[src/rtl/sargantana_icache_ctrl.sv]
// Sargantana L1 instruction cache sequencer: fetch lookup, miss refill with
// victim selection and write-back of the returned line, and set-by-set valid flush.
module sargantana_icache_ctrl #(
  parameter int ICACHE_N_WAY     = 4,
  parameter int ICACHE_N_SETS    = 64,
  parameter int ICACHE_IDX_WIDTH = $clog2(ICACHE_N_SETS),
  parameter int ICACHE_TAG_WIDTH = 20,
  parameter int WAY_WIDHT        = 256
) (
  input  logic                                     clk_i,
  input  logic                                     rstn_i,
  input  logic                                     req_valid_i,
  output logic                                     req_ready_o,
  input  logic [ICACHE_IDX_WIDTH-1:0]              req_idx_i,
  input  logic                                     req_kill_i,
  input  logic                                     tag_valid_i,
  input  logic [ICACHE_TAG_WIDTH-1:0]              tag_i,
  output logic                                     array_en_o,
  output logic [ICACHE_IDX_WIDTH-1:0]              array_idx_o,
  output logic                                     cmp_enable_o,
  input  logic [ICACHE_N_WAY-1:0]                  hit_i,
  input  logic [ICACHE_N_WAY-1:0]                  valid_bits_i,
  output logic                                     resp_valid_o,
  output logic                                     ifill_req_valid_o,
  input  logic                                     ifill_req_ready_i,
  output logic [ICACHE_TAG_WIDTH+ICACHE_IDX_WIDTH-1:0] ifill_paddr_o,
  input  logic                                     ifill_resp_valid_i,
  input  logic [WAY_WIDHT-1:0]                     ifill_data_i,
  output logic [ICACHE_N_WAY-1:0]                  way_we_o,
  output logic [ICACHE_TAG_WIDTH-1:0]              wr_tag_o,
  output logic [WAY_WIDHT-1:0]                     wr_data_o,
  input  logic                                     flush_i,
  output logic                                     valid_clr_o,
  output logic                                     flush_done_o
);

  localparam int WAY_IDX_W = (ICACHE_N_WAY > 1) ? $clog2(ICACHE_N_WAY) : 1;

  typedef enum logic [2:0] {
    IDLE, READ, COMPARE, MISS_REQ, MISS_WAIT, WRITE, FLUSH
  } state_t;

  state_t                        state, state_next;
  logic [ICACHE_IDX_WIDTH-1:0]   idx_q, flush_cnt;
  logic [ICACHE_TAG_WIDTH-1:0]   tag_q;
  logic [WAY_IDX_W-1:0]          victim_q, rr_ptr, free_way, victim;
  logic [WAY_WIDHT-1:0]          line_q;
  logic                          all_valid, killed, flush_pend;
  logic                          req_fire, miss_fire, last_set;

  // Lowest-index invalid way wins; round-robin only when the set is full.
  always_comb begin
    free_way  = '0;
    all_valid = &valid_bits_i;
    for (int i = ICACHE_N_WAY - 1; i >= 0; i--) begin
      if (!valid_bits_i[i]) free_way = WAY_IDX_W'(i);
    end
    victim = all_valid ? rr_ptr : free_way;
  end

  assign last_set      = (flush_cnt == ICACHE_IDX_WIDTH'(ICACHE_N_SETS - 1));
  assign req_ready_o   = (state == IDLE) && !flush_pend && !flush_i;
  assign req_fire      = req_ready_o && req_valid_i;
  assign ifill_paddr_o = {tag_q, idx_q};
  assign wr_tag_o      = tag_q;
  assign wr_data_o     = line_q;

  always_ff @(posedge clk_i or negedge rstn_i) begin
    if (!rstn_i) state <= IDLE;
    else         state <= state_next;
  end

  always_comb begin
    state_next        = state;
    array_en_o        = 1'b0;
    array_idx_o       = idx_q;
    cmp_enable_o      = 1'b0;
    resp_valid_o      = 1'b0;
    ifill_req_valid_o = 1'b0;
    way_we_o          = '0;
    valid_clr_o       = 1'b0;
    flush_done_o      = 1'b0;
    miss_fire         = 1'b0;
    case (state)
      IDLE: begin
        if (flush_pend || flush_i) begin
          state_next = FLUSH;
        end else if (req_fire) begin
          array_en_o  = 1'b1;
          array_idx_o = req_idx_i;
          state_next  = READ;
        end
      end
      READ: state_next = req_kill_i ? IDLE : COMPARE;
      COMPARE: begin
        cmp_enable_o = 1'b1;
        if (req_kill_i) begin
          state_next = IDLE;
        end else if (tag_valid_i) begin
          if (|hit_i) begin
            resp_valid_o = 1'b1;
            state_next   = IDLE;
          end else begin
            miss_fire  = 1'b1;
            state_next = MISS_REQ;
          end
        end
      end
      MISS_REQ: begin
        if (req_kill_i) begin
          state_next = IDLE;
        end else begin
          ifill_req_valid_o = 1'b1;
          if (ifill_req_ready_i) state_next = MISS_WAIT;
        end
      end
      MISS_WAIT: if (ifill_resp_valid_i) state_next = WRITE;
      // The write happens regardless of a kill; only the replay is dropped.
      WRITE: begin
        way_we_o[victim_q] = 1'b1;
        if (killed || req_kill_i) begin
          state_next = IDLE;
        end else begin
          array_en_o = 1'b1;
          state_next = READ;
        end
      end
      FLUSH: begin
        valid_clr_o = 1'b1;
        array_idx_o = flush_cnt;
        if (last_set) begin
          flush_done_o = 1'b1;
          state_next   = IDLE;
        end
      end
      default: state_next = IDLE;
    endcase
  end

  always_ff @(posedge clk_i or negedge rstn_i) begin
    if (!rstn_i) begin
      idx_q      <= '0;
      tag_q      <= '0;
      victim_q   <= '0;
      rr_ptr     <= '0;
      line_q     <= '0;
      killed     <= 1'b0;
      flush_cnt  <= '0;
      flush_pend <= 1'b0;
    end else begin
      if (req_fire) idx_q <= req_idx_i;
      if (miss_fire) begin
        tag_q    <= tag_i;
        victim_q <= victim;
        if (all_valid) rr_ptr <= rr_ptr + WAY_IDX_W'(1);
      end
      if (state == MISS_WAIT && ifill_resp_valid_i) line_q <= ifill_data_i;
      if (state == WRITE)                          killed <= 1'b0;
      else if (state == MISS_WAIT && req_kill_i)   killed <= 1'b1;
      if (state == FLUSH) flush_cnt <= flush_cnt + ICACHE_IDX_WIDTH'(1);
      if (flush_done_o)   flush_pend <= 1'b0;
      else if (flush_i)   flush_pend <= 1'b1;
    end
  end

endmodule

[config.mk]
export PLATFORM = sky130hd
export DESIGN_NAME = sargantana_icache_ctrl
export DESIGN_NICKNAME = d
export VERILOG_FILES = /design/src/rtl/sargantana_icache_ctrl.sv
export SDC_FILE = /design/constraint.sdc
export NUM_CORES = 1
export LEC_CHECK = 0
export BUFFER_PORTS_ARGS = -buffer_cell sky130_fd_sc_hd__buf_2
export CAP_MARGIN = 20
export CELL_PAD_IN_SITES_DETAIL_PLACEMENT = 2
export CELL_PAD_IN_SITES_GLOBAL_PLACEMENT = 2
export CORE_AREA = 2 2 241 243
export CTS_CLUSTER_SIZE = 16
export DETAILED_ROUTE_END_ITERATION = 10
export DIE_AREA = 0 0 243 245
export PLACE_DENSITY_LB_ADDON = 0.1
export SLEW_MARGIN = 20
export SYNTH_ARGS = -nofsm -noshare
export SYNTH_HDL_FRONTEND = slang
export SYNTH_SLANG_ARGS = --single-unit
[constraint.sdc]
create_clock -name clk_i -period 3.9 [get_ports clk_i]
set_input_delay 0.585 -clock clk_i [delete_from_list [all_inputs] [get_ports clk_i]]
set_output_delay 0.585 -clock clk_i [all_outputs]
set_load 0.01 [all_outputs]
## After elaboration in Yosys (flattened, before gate mapping)

Cells that the tools add are included.

| cells by class | value |
|---|---|
| reduce and logical (&&, ||, !) cells | 17 |
| mux-type cells | 45 |
| equal/unequal tests | 12 |
| add/sub/neg operators | 2 |
| magnitude comparators | 2 |

Operator list:

| cell | number |
|---|---|
| 3-bit two-way mux | 8 |
| 1-bit two-way mux | 23 |
| 3-bit case mux with 7 select lines | 1 |
| 2-bit two-way mux | 7 |
| 6-bit two-way mux | 2 |
| 6-bit case mux with 2 select lines | 1 |
| 5-bit AND reduction | 2 |
| 3-bit equality test (second input constant) | 3 |
| 6-bit by 1-bit adder with 6-bit output (second input constant) | 1 |
| 3-bit by 2-bit equality test with 1-bit output (second input constant) | 2 |
| 6-bit equality test (second input constant) | 1 |
| 1-bit logical AND | 6 |
| 3-bit != test (second input constant) | 2 |
| 4-bit two-way mux | 1 |
| 2-bit != test (second input constant) | 2 |
| 4-bit AND reduction | 1 |
| 2-bit nonzero test | 2 |
| 4-bit OR reduction | 1 |
| 3-bit by 1-bit equality test with 1-bit output (second input constant) | 1 |
| 3-bit zero test | 1 |
| 2-bit by 3-bit < comparator with 1-bit output (second input constant) | 1 |
| 3-bit by 2-bit != test with 1-bit output (second input constant) | 1 |
| 2-bit by 1-bit adder with 2-bit output (second input constant) | 1 |
| 1-bit demux with 2-bit select | 1 |
| other kinds (4) | 6 |

| word-level totals | value |
|---|---|
| logic and storage cells | 87 |
| output and inout bits | 319 |
| flip-flop bits (word level) | 297 |
| input port bits | 298 |

## Longest topological paths before layout

Gate-level depths: netlist of the first run.

| logic depth | value |
|---|---|
| word-level depth | 7 |
| depth in mapped cells | 6 |
| gate-level depth less buffers | 5 |

## Least setup slack after synthesis of the first run

Ideal clock, no wire load.

| timing | value |
|---|---|
| path type | input to output |
| from | in flush_i |
| to | out array_idx_o[0] |
| cell stages on the path | 4 |
| slack | 1.531 ns |
| data required time | 3.315 ns |
| arrival time | 1.784 ns |
| cells stage by stage | or4_1 -> nor2_2 -> a21oi_2 -> a221o_1 |

| between the ends | value |
|---|---|
| word-level cells in the longest chain between the ends | 6 |

RTL lines:

| what | RTL line | text |
|---|---|---|
| start, declared | 32 | `input logic flush_i,` |
| 1-bit zero test | 62 | `assign req_ready_o = (state == IDLE) && !flush_pend && !flush_i;` |
| 1-bit logical AND | 62 |  |
| net req_ready_o | 13 | `output logic req_ready_o,` |
| 1-bit logical AND | 63 | `assign req_fire = req_ready_o && req_valid_i;` |
| 6-bit two-way mux | - |  |
| 6-bit two-way mux | 86 | `if (flush_pend \|\| flush_i) begin` |
| 6-bit case mux with 2 select lines | 84 | `case (state)` |
| end, declared | 19 | `output logic [ICACHE_IDX_WIDTH-1:0] array_idx_o,` |

The timed path passes the listed nets, and every way through them passes these cells.

## Final worst setup path of the first run

| timing | value |
|---|---|
| from | reg state[1] |
| to | out array_idx_o[1] |

| between the ends | value |
|---|---|
| word-level cells in the longest chain between the ends | 7 |

RTL lines:

| what | RTL line | text |
|---|---|---|
| start, declared | 43 | `state_t state, state_next;` |
| start signal, assigned | 70 | `else state <= state_next;` |
| 3-bit zero test | 62, 84 |  |
| 1-bit logical AND (2 in a row) | 62 |  |
| 1-bit logical AND | 63 |  |
| 6-bit two-way mux | - |  |
| 6-bit two-way mux | 86 |  |
| 6-bit case mux with 2 select lines (*) | 84 |  |

Every way passes the cells marked *; elsewhere a longest branch is shown, timed or not.

==> flow_metrics.py, run 1 <==
metrics = {
    "route": {
        "vias": 8561,
        "ant_nets": 0,
        "wl_per_cell_um": 20.9,
        "totalWireLength_um": 44800,
        "viasPerCell": 4.00,
        "drcViolationCount": 0,
        "drtIter0Drc": 222,
        "firstDrtPassIters": 4,
    },
    "sta": {
        "finalCriticalPeriod_ns": 3.25,
        "final.setup_skew_ns": 0.0122,
        "setup_viol": 0,
        "hold_viol": 0,
        "maxSlewViolCount": 0,
        "finalCritPeriodShare_pct": 83.4,
        "tightest_slew_ns": 0.864,
        "slew_headroom_pct": 42.4,
        "rsz0062_at_grt": "false",
        "fin_tns_setup_ns": 0,
        "fmax_mhz": 308,
    },
    "synth": {
        "ys_ff_latch": 297,
        "syn_area_um2": 11600,
        "yosysTopAreaCellShare_pct": 64.2,
        "syn_area_per_cell_um2": 15.9,
        "synth_top_area_cell": "dfrtp_1",
        "synth_warnings": 0,
        "synthesis.instances": 726,
        "synth_cell_types": 43,
        "yosys-top-cells-area": "dfrtp_1 (64%), mux2_2 (27%), buf_4 (2.9%)",
        "syn_nets": 1025,
        "seq_area_frac_synth_pct": 64.2,
    },
    "placed_design": {
        "place_area_um2": 15400,
        "dp_hpwl_um": 34500,
        "gp_congestion": 0.766,
        "port_buffers": 616,
    },
    "floorplanning": {
        "dieArea_um2": 59500,
        "rows": 88,
        "fp.coreArea_um2": 57000,
        "die_w_um": 243,
        "die_y_um": 245,
        "pin_count": 617,
        "initial_utilization_pct": 20.3,
    },
    "final_layout": {
        "nNetsFinal": 1637,
        "final_area_um2": 16600,
        "post_route_cells_drive_above_1_share_pct": 70.3,
        "area_growth_syn_to_layout_pct": 43.7,
    },
    "critical_path": {
        "worstPathArrival_ns": 2.67,
        "critical_path_class": "register to output pin",
        "cp_max_fo": 14,
        "critPathLaunchType": "register",
        "crit_path_end_kind": "output pin",
        "cp.required_ns": 3.31,
    },
    "pwr": {
        "powerDensity_nw_per_um2": 841,
        "switching_share_pct": 34.1,
        "seqPwrFrac_pct": 37.5,
        "pwr-share-clk_pct": 25.1,
        "leakage_nw": 8.19,
        "switchingPower_w": 0.00477,
        "p_comb_share_pct": 37.4,
        "max-vdd-ir-drop_v": 0.000457,
        "p_int_w": 0.00921,
    },
    "grt": {
        "grt_pass1_vias": 9487,
        "grt_max_degree": 133,
        "grt_usage_pct": 14.7,
        "grt_pass1_wl_um": 65500,
        "overflow": 0,
        "antenna_found_initial": 20,
    },
    "hold_path": {
        "worst_hold_path_type": "primary input to async pin",
    },
    "clocking": {
        "cts.repair.resized": 0,
        "ctsHoldBuffers": 0,
        "clock-root-buffer": "clkbuf_16",
        "clockBufferDepth": 3,
        "insertion_delay_ns": 0.55,
        "clock-sinks": 297,
        "cts_tree": "yes",
        "clkTransAtPathRegs_ns": 0.06,
        "cts_setup_buffers": 0,
        "h-tree-depth": 2,
        "cts_inserted_buffers": 39,
    },
    "run": {
        "maxCapViolations": 0,
    },
    "status": {
        "outcome": "finished clean",
    },
}
[cells by family (layout without fill, tap and decap cells)]
kind of cell	Yosys count	after routing	share of synthesized area [%]
DFF	297	297	64.2
other	0	7	0
xor gates and xnor gates	7	7	0.530
muxes	279	279	27.2
AOI/OAI and AO/OA	30	30	2.11
and+or+nand+nor	52	52	2.36
buffers and inverters	60	702	3.47
adders and majority gates	1	1	0.108
[placed cells by master (no fill, tap or decap), drive strengths merged, types with 2 or more instances in the layout]
cell type and count:
and3 7, nand3 3, buf 625, inv 7, nand3b 2, xnor2 5
nor2b 2, dfrtp 297, clkinv 4, mux2 279, nand4 4, nor2 13
diode 7, xor2 2, clkbuf 65, nor3 2, a21o 7, nor4 2
a21oi 3, o21ai 2, nand2 11, a221o 6
[area by class of cell]
type,instances,area [um^2]
timing repair buffer,625,3220
clock inverter,6,70.1
clock buffer,65,1160
inverter,6,22.5
fill,6289,40400
sequential,297,7430
antenna,7,17.5
tap,765,957
multi-input combinational,369,3740
[synth_stat cells, drive strengths merged]
cell    number
a211oi       1
a21boi       1
a21o         7
a21oi        3
a221o        6
a22oi        1
a311o        1
a31o         1
and2         1
and2b        1
and3         7
buf         53
clkbuf       1
dfrtp      297
ha           1
inv          6
mux2       279
nand2       11
nand2b       1
nand3        3
nand3b       2
nand4        4
nor2        13
nor2b        2
nor3         2
nor3b        1
nor4         2
o211ai       1
o21ai        2
o21bai       1
o221a        1
o221ai       1
o31ai        1
o32a         1
o41ai        1
or4          1
or4bb        1
xnor2        5
xor2         2
[routing by layer]
layer,up-vias,wire length [um],GRT usage [%]
met1,4315,16700,16.3
met3,84,4240,6.42
met2,348,22600,25.2
li1,3792,-,-
met4,22,1040,5.16
met5,-,144,0
[registers in the layout, summed over array words and instances, names as in the netlist, 2 cells and up]
| signal | flops |
|---|---|
| flush_cnt | 6 |
| idx_q | 6 |
| rr_ptr | 2 |
| state | 3 |
| victim_q | 2 |
| wr_data_o | 256 |
| wr_tag_o | 20 |
[critical path: stages, from the launching register on]
cell,delay [ns]
dfrtp_1,0.53
or4_1,0.62
nor2_2,0.32
a21oi_2,0.17
a221o_1,0.33
buf_2,0.15
[path summary, 6_finish.rpt]
check / slack (ns) / start / cells past startpoint / endpoint
worst min-delay path: 0.09 / rstn_i / 1 / wr_data_o[184]
worst min register to register: 0.49 / rr_ptr[1] / 1 / rr_ptr[1]
worst max-delay path: 0.65 / state[1] / 5 / array_idx_o[1]
min in group clk_i: 0.27 / tag_i[7] / 2 / wr_tag_o[7]
worst max register to register: 1.28 / state[2] / 4 / wr_data_o[104]
max in group asynchronous: 2.91 / rstn_i / 2 / state[1]
[power by group through the flow]
| stage | Clock (W) | Combinational, W | Sequential (W) |
|---|---|---|---|
| 3_3_place_gp | 0 | 0.00534 | 0.00525 |
| 3_5_place_dp | 0 | 0.00539 | 0.00532 |
| 5_1_grt | 0.00379 | 0.00567 | 0.00548 |
| 2_1_floorplan | 0 | 0.00224 | 0.00592 |
| 4_1_cts | 0.00369 | 0.00540 | 0.00528 |
| 6_report | 0.00351 | 0.00524 | 0.00524 |
[through the flow]
stage | setup WS [ns] | hold slack [ns] | total power, W | util [%] | cells
6_report | 0.649 | 0.0911 | 0.0140 | 29.2 | 2140
5_1_grt | 0.427 | 0.145 | 0.0149 | 29.1 | 2138
4_1_cts | 0.573 | 0.0915 | 0.0144 | 29.1 | 2133
3_5_place_dp | 1.17 | 0.490 | 0.0107 | 27.0 | 2062
3_3_place_gp | 1.26 | 0.484 | 0.0106 | 27.0 | 2062
2_1_floorplan | 1.53 | 0.289 | 0.00816 | - | 726
(Power assumes the default switching activity.)
==> run 2, diff against run 1 <==
- CORE_AREA: 2 2 241 243 -> 2 2 239 241
- DIE_AREA: 0 0 243 245 -> 0 0 241 243
- clock period: 3.9 -> 3.1 ns (I/O delays scaled with it)
==> run 2 against run 1 <==
Largest cell class unchanged. Highest routed layer unchanged. Setup slack got worse by 0.49 ns. Sequential power rose by 27%. Clock power rose by 32%. First-iteration DRC count rose by 9.0%. Clock skew rose by 0.0068 ns. Global-route usage rose by 0.94 points. Via count rose by 2.0%.
==> flow_metrics.py, run 2 (synthesized netlist as in run 1, its figures left out) <==
metrics = {
    "route": {
        "drcViolationCount": 0,
        "wl_per_cell_um": 21.9,
        "drtIter0Drc": 242,
        "viasPerCell": 4.08,
        "vias": 8731,
        "firstDrtPassIters": 4,
        "ant_nets": 0,
        "totalWireLength_um": 46800,
    },
    "clocking": {
        "cts_tree": "yes",
        "clock-sinks": 297,
        "h-tree-depth": 2,
        "clkTransAtPathRegs_ns": 0.06,
        "cts_setup_buffers": 0,
        "cts_inserted_buffers": 40,
        "insertion_delay_ns": 0.55,
        "clockBufferDepth": 3,
        "clock-root-buffer": "clkbuf_16",
    },
    "grt": {
        "grt_pass1_wl_um": 67500,
        "grt_use_met1_pct": 16.8,
        "grt_max_degree": 80,
        "grt_usage_pct": 15.7,
        "use_met2_pct": 27.2,
        "grt_pass1_vias": 9558,
        "overflow": 0,
        "grt_util_met3_pct": 8.05,
        "grt.busiest_layer": "met2",
        "antenna_found_initial": 25,
    },
    "placed_design": {
        "gp_congestion": 0.764,
        "port_buffers": 616,
        "place_inst": 2063,
        "dp_hpwl_um": 36900,
    },
    "sta": {
        "slew_headroom_pct": 50.7,
        "setup_viol": 0,
        "final.setup_skew_ns": 0.0190,
        "tightest_slew_ns": 0.739,
        "rsz0062_at_grt": "false",
        "finalCritPeriodShare_pct": 94.9,
        "fmax_mhz": 340,
        "finalCriticalPeriod_ns": 2.94,
        "maxSlewViolCount": 0,
        "hold_viol": 0,
        "fin_tns_setup_ns": 0,
    },
    "floorplanning": {
        "initial_utilization_pct": 20.7,
        "fp.coreArea_um2": 56000,
        "rows": 87,
        "die_y_um": 243,
        "dieArea_um2": 58600,
        "die_w_um": 241,
        "pin_count": 617,
    },
    "critical_path": {
        "r2r_start": "state[2]",
        "critical_path_class": "register to output pin",
        "cp_max_fo": 14,
        "regToRegEndpoint": "wr_data_o[232]",
        "worstPathArrival_ns": 2.48,
        "r2r_slack_ns": 0.74,
        "critPathLaunchType": "register",
        "crit_path_end_kind": "output pin",
        "rr_worst_depth": 5,
        "cp.required_ns": 2.63,
    },
    "final_layout": {
        "final_cells": 2141,
        "largest_reg_flops": 256,
        "layout_common_cells": "buf_2 (615), dfrtp_1 (295), mux2_2 (278), clkbuf_16 (42)",
        "nNetsFinal": 1649,
        "final_common_cell": "buf_2",
        "area_growth_syn_to_layout_pct": 45.5,
        "post_route_cells_drive_above_1_share_pct": 71.2,
    },
    "hold_path": {
        "whs_path_depth": 2,
        "holdPathEnd": "wr_tag_o[10]",
        "hold_start": "tag_i[10]",
        "worst_hold_path_type": "primary input to register",
    },
    "status": {
        "outcome": "finished clean",
    },
    "pwr": {
        "powerDensity_nw_per_um2": 1070,
        "leakage_nw": 8.30,
        "max-vdd-ir-drop_v": 0.000399,
    },
    "run": {
        "maxCapViolations": 0,
    },
}
run 2: cell types whose count changed in the layout (fill, tap and decap cells not counted), moves of 2 or more:
cell,previous run,this run
clkbuf_1,18,12
dfrtp_1,297,295
dfrtp_2,0,2
clkbuf_16,40,42
diode_2,7,5
buf_12,5,8
clkinv_2,3,5
clkbuf_8,7,11
buf_4,4,11
run 2: per-stage QoR:
step / cell area [um^2] / utilization (%) / setup WS (ns) / power, W / hold slack, ns
2_1_floorplan: 11600 / - / 0.937 / 0.0103 / 0.169
6_report: 16800 / 30.1 / 0.157 / 0.0180 / 0.142
3_5_place_dp: 15500 / 27.7 / 0.508 / 0.0136 / 0.470
4_1_cts: 16800 / 30.1 / 0.0338 / 0.0184 / 0.102
3_3_place_gp: 15500 / 27.7 / 0.532 / 0.0135 / 0.480
5_1_grt: 16800 / 30.1 / 0.0553 / 0.0192 / 0.120
run 2: worst max path at each step:
| stage | start | end | slack, ns | cells after the start |
|---|---|---|---|---|
| after CTS | state[0] | array_idx_o[5] | 0.03 | 5 |
| after global routing | state[1] | array_idx_o[5] | 0.06 | 5 |
| after floorplan | state[1] | array_idx_o[0] | 0.94 | 4 |
| after detailed placement | state[1] | array_idx_o[5] | 0.51 | 5 |
| final | state[1] | array_idx_o[5] | 0.16 | 5 |
| after global placement | state[1] | array_en_o | 0.53 | 5 |
run 2: worst max-delay path, cell delays in order, from the launching register on:
cell and delay [ns]:
dfrtp_2 0.50, or4_4 0.59, nor2_4 0.22, a21oi_2 0.15, a221o_1 0.34, buf_2 0.15
run 2: layer usage:
| layer | vias to the layer above | wire [um] |
|---|---|---|
| met3 | 84 | 5530 |
| met1 | 4416 | 16900 |
| met5 | - | 200 |
| met4 | 32 | 778 |
| li1 | 3821 | - |
| met2 | 378 | 23400 |
run 2: where the power goes:
part           internal [W]  switching [W]  leakage, nW  total, W
clock network       0.00283        0.00179        0.651   0.00462
logic               0.00331        0.00341         4.09   0.00672
registers           0.00570       0.000940         3.56   0.00664
total                0.0118        0.00614         8.30    0.0180
run 2: what timing repair did:
item | CTS | global route
resized for setup | 2 | 2
hold buffers | 1 | 0
setup endpoints to repair | 7 | 7
hold endpoints to repair | 52 | 0
gates cloned | 0 | 0
run 2: layout make-up:
cell class	count	area [um^2]
flip-flops and latches	297	7430
multi-input cells	369	3750
well taps	756	946
inverters	6	22.5
fillers	6155	39100
clock inverters	7	71.3
repair buffers	636	3350
diodes	5	12.5
clock buffers	65	1250
==> run 3, diff against run 2 <==
- RECOVER_POWER: unset -> 50
- clock period: 3.1 -> 3.3 ns (I/O delays scaled with it)
==> run 3 against run 2 <==
The flow now finishes with violations (capacitance limit, slew limit). Critical path type unchanged. Sequential cell count unchanged. Critical endpoint is now array_idx_o[2]. Setup slack improved by 0.062 ns. Via count decreased by 0.13%. Highest routed layer unchanged. Worst hold slack improved by 0.027 ns.
==> flow_metrics.py, run 3 (synthesized netlist as in run 1, its figures left out) <==
metrics = {
    "status": {
        "outcome": "finished with violations",
        "violations": "capacitance limit, slew limit",
    },
    "critical_path": {
        "crit_path_end_kind": "output pin",
        "cp_max_fo": 14,
        "r2r_start": "state[2]",
        "regToRegEndpoint": "wr_data_o[232]",
        "critPathLaunchType": "register",
        "rr_worst_depth": 5,
        "worstPathArrival_ns": 2.59,
        "critical_path_class": "register to output pin",
        "cp_top_family": "simple AND/OR/NAND/NOR gates",
        "r2r_slack_ns": 0.81,
        "crit_buf_inv": 1,
        "max_stage_delay_ns": 0.67,
        "cp.required_ns": 2.80,
        "path_cells": "or4_1, nor2_4, a21oi_2, a221o_1, buf_2",
        "slowest_stage": "or4_1",
    },
    "final_layout": {
        "post-route-util_pct": 29.7,
        "post_route_cells_drive_above_1_share_pct": 59.5,
        "layout_common_cells": "buf_2 (460), dfrtp_1 (297), mux2_2 (278), clkbuf_1 (170), clkbuf_16 (40)",
        "largest_reg_flops": 256,
        "final_common_cell": "buf_2",
        "area_growth_syn_to_layout_pct": 43.5,
        "n_fill_cell": 6184,
        "nNetsFinal": 1650,
    },
    "sta": {
        "final.setup_skew_ns": 0.0213,
        "fin_tns_setup_ns": 0,
        "finalCritPeriodShare_pct": 93.4,
        "setup_viol": 0,
        "maxSlewViolCount": 78,
        "rsz0062_at_grt": "false",
        "hold_viol": 0,
        "hold_ws_ns": 0.169,
        "slew_headroom_pct": -46.8,
        "tightest_slew_ns": 2.20,
        "fmax_mhz": 325,
        "finalCriticalPeriod_ns": 3.08,
    },
    "floorplanning": {
        "fp.coreArea_um2": 56000,
        "die_w_um": 241,
        "die_y_um": 243,
        "dieArea_um2": 58600,
        "pin_count": 617,
        "rows": 87,
        "initial_utilization_pct": 20.7,
    },
    "grt": {
        "grt_max_degree": 78,
        "use_met2_pct": 27.2,
        "grt_pass1_vias": 9639,
        "grt_util_met3_pct": 7.34,
        "overflow": 0,
        "grt_use_met1_pct": 16.7,
        "grt.busiest_layer": "met2",
        "antenna_found_initial": 28,
        "grt_pass1_wl_um": 66700,
        "grt_usage_pct": 15.6,
    },
    "clocking": {
        "clock-sinks": 297,
        "h-tree-depth": 2,
        "cts_setup_buffers": 0,
        "clkTransAtPathRegs_ns": 0.06,
        "cts_inserted_buffers": 39,
        "cts_tree": "yes",
        "insertion_delay_ns": 0.55,
        "clockBufferDepth": 3,
        "clock-root-buffer": "clkbuf_16",
    },
    "pwr": {
        "leakage_nw": 7.84,
        "powerDensity_nw_per_um2": 1000,
        "p_total_w": 0.0167,
        "max-vdd-ir-drop_v": 0.000357,
    },
    "placed_design": {
        "dp_hpwl_um": 37000,
        "port_buffers": 616,
        "gp_congestion": 0.811,
    },
    "route": {
        "vias": 8720,
        "ant_nets": 0,
        "drtIter0Drc": 203,
        "viasPerCell": 4.06,
        "firstDrtPassIters": 4,
        "drcViolationCount": 0,
        "totalWireLength_um": 46800,
        "wl_per_cell_um": 21.8,
    },
    "hold_path": {
        "holdPathEnd": "wr_tag_o[10]",
        "whs_path_depth": 2,
        "worst_hold_path_type": "primary input to register",
        "hold_start": "tag_i[10]",
    },
    "run": {
        "maxCapViolations": 1,
    },
}
-- run 3: cell types whose count changed in the layout (fill, tap and decap cells not counted), sizes merged --
cell,change
clkinv,-3
diode,+5
inv,+1
buf,-159
bufinv,+1
clkbuf,+161
-- run 3: area by class of cell --
class,count,area [um^2],share of cell area [%]
Sequential cell,297,7430,44.8
Tap cell,756,946,5.70
Timing Repair Buffer,638,3120,18.8
Multi-Input combinational cell,369,3750,22.6
Antenna cell,10,25.0,0.151
Clock inverter,6,95.1,0.573
Inverter,6,22.5,0.136
Clock buffer,65,1210,7.32
-- run 3: how the worst max path moves through the flow --
| stage | from | to | slack, ns | depth (start not counted) |
|---|---|---|---|---|
| after floorplan | state[1] | array_idx_o[0] | 1.11 | 4 |
| after CTS | state[1] | array_en_o | 0.06 | 5 |
| after global routing | rstn_i | wr_data_o[28] | 0.05 | 3 |
| final | state[1] | array_idx_o[2] | 0.22 | 5 |
| after global placement | state[1] | array_en_o | 0.75 | 5 |
| after detailed placement | state[1] | array_en_o | 0.66 | 5 |
-- run 3: metrics by stage --
step / setup WS [ns] / std cells / cell area, um^2
3_3_place_gp: 0.755 / 2065 / 15500
2_1_floorplan: 1.11 / 726 / 11600
4_1_cts: 0.0563 / 2137 / 16800
5_1_grt: 0.0457 / 2142 / 16600
3_5_place_dp: 0.665 / 2065 / 15500
6_report: 0.219 / 2147 / 16600
-- run 3: report_power, final --
part / internal (W) / switching (W) / leakage, nW / total, W
logic: 0.00287 / 0.00323 / 3.63 / 0.00610
registers: 0.00535 / 0.000890 / 3.56 / 0.00624
clock network: 0.00266 / 0.00166 / 0.642 / 0.00432
total: 0.0109 / 0.00578 / 7.84 / 0.0167
-- run 3: metal layers --
metal	routed length (um)	share of wire (%)
met1	16800	36
met2	23700	51
met3	5170	11
met4	995	2.1
met5	173	0.37
-- run 3: timing repair --
item	in CTS	in global routing
hold buffers	1	0
setup endpoints to repair	0	7
endpoints found under the hold margin	61	0
resized for setup	0	1
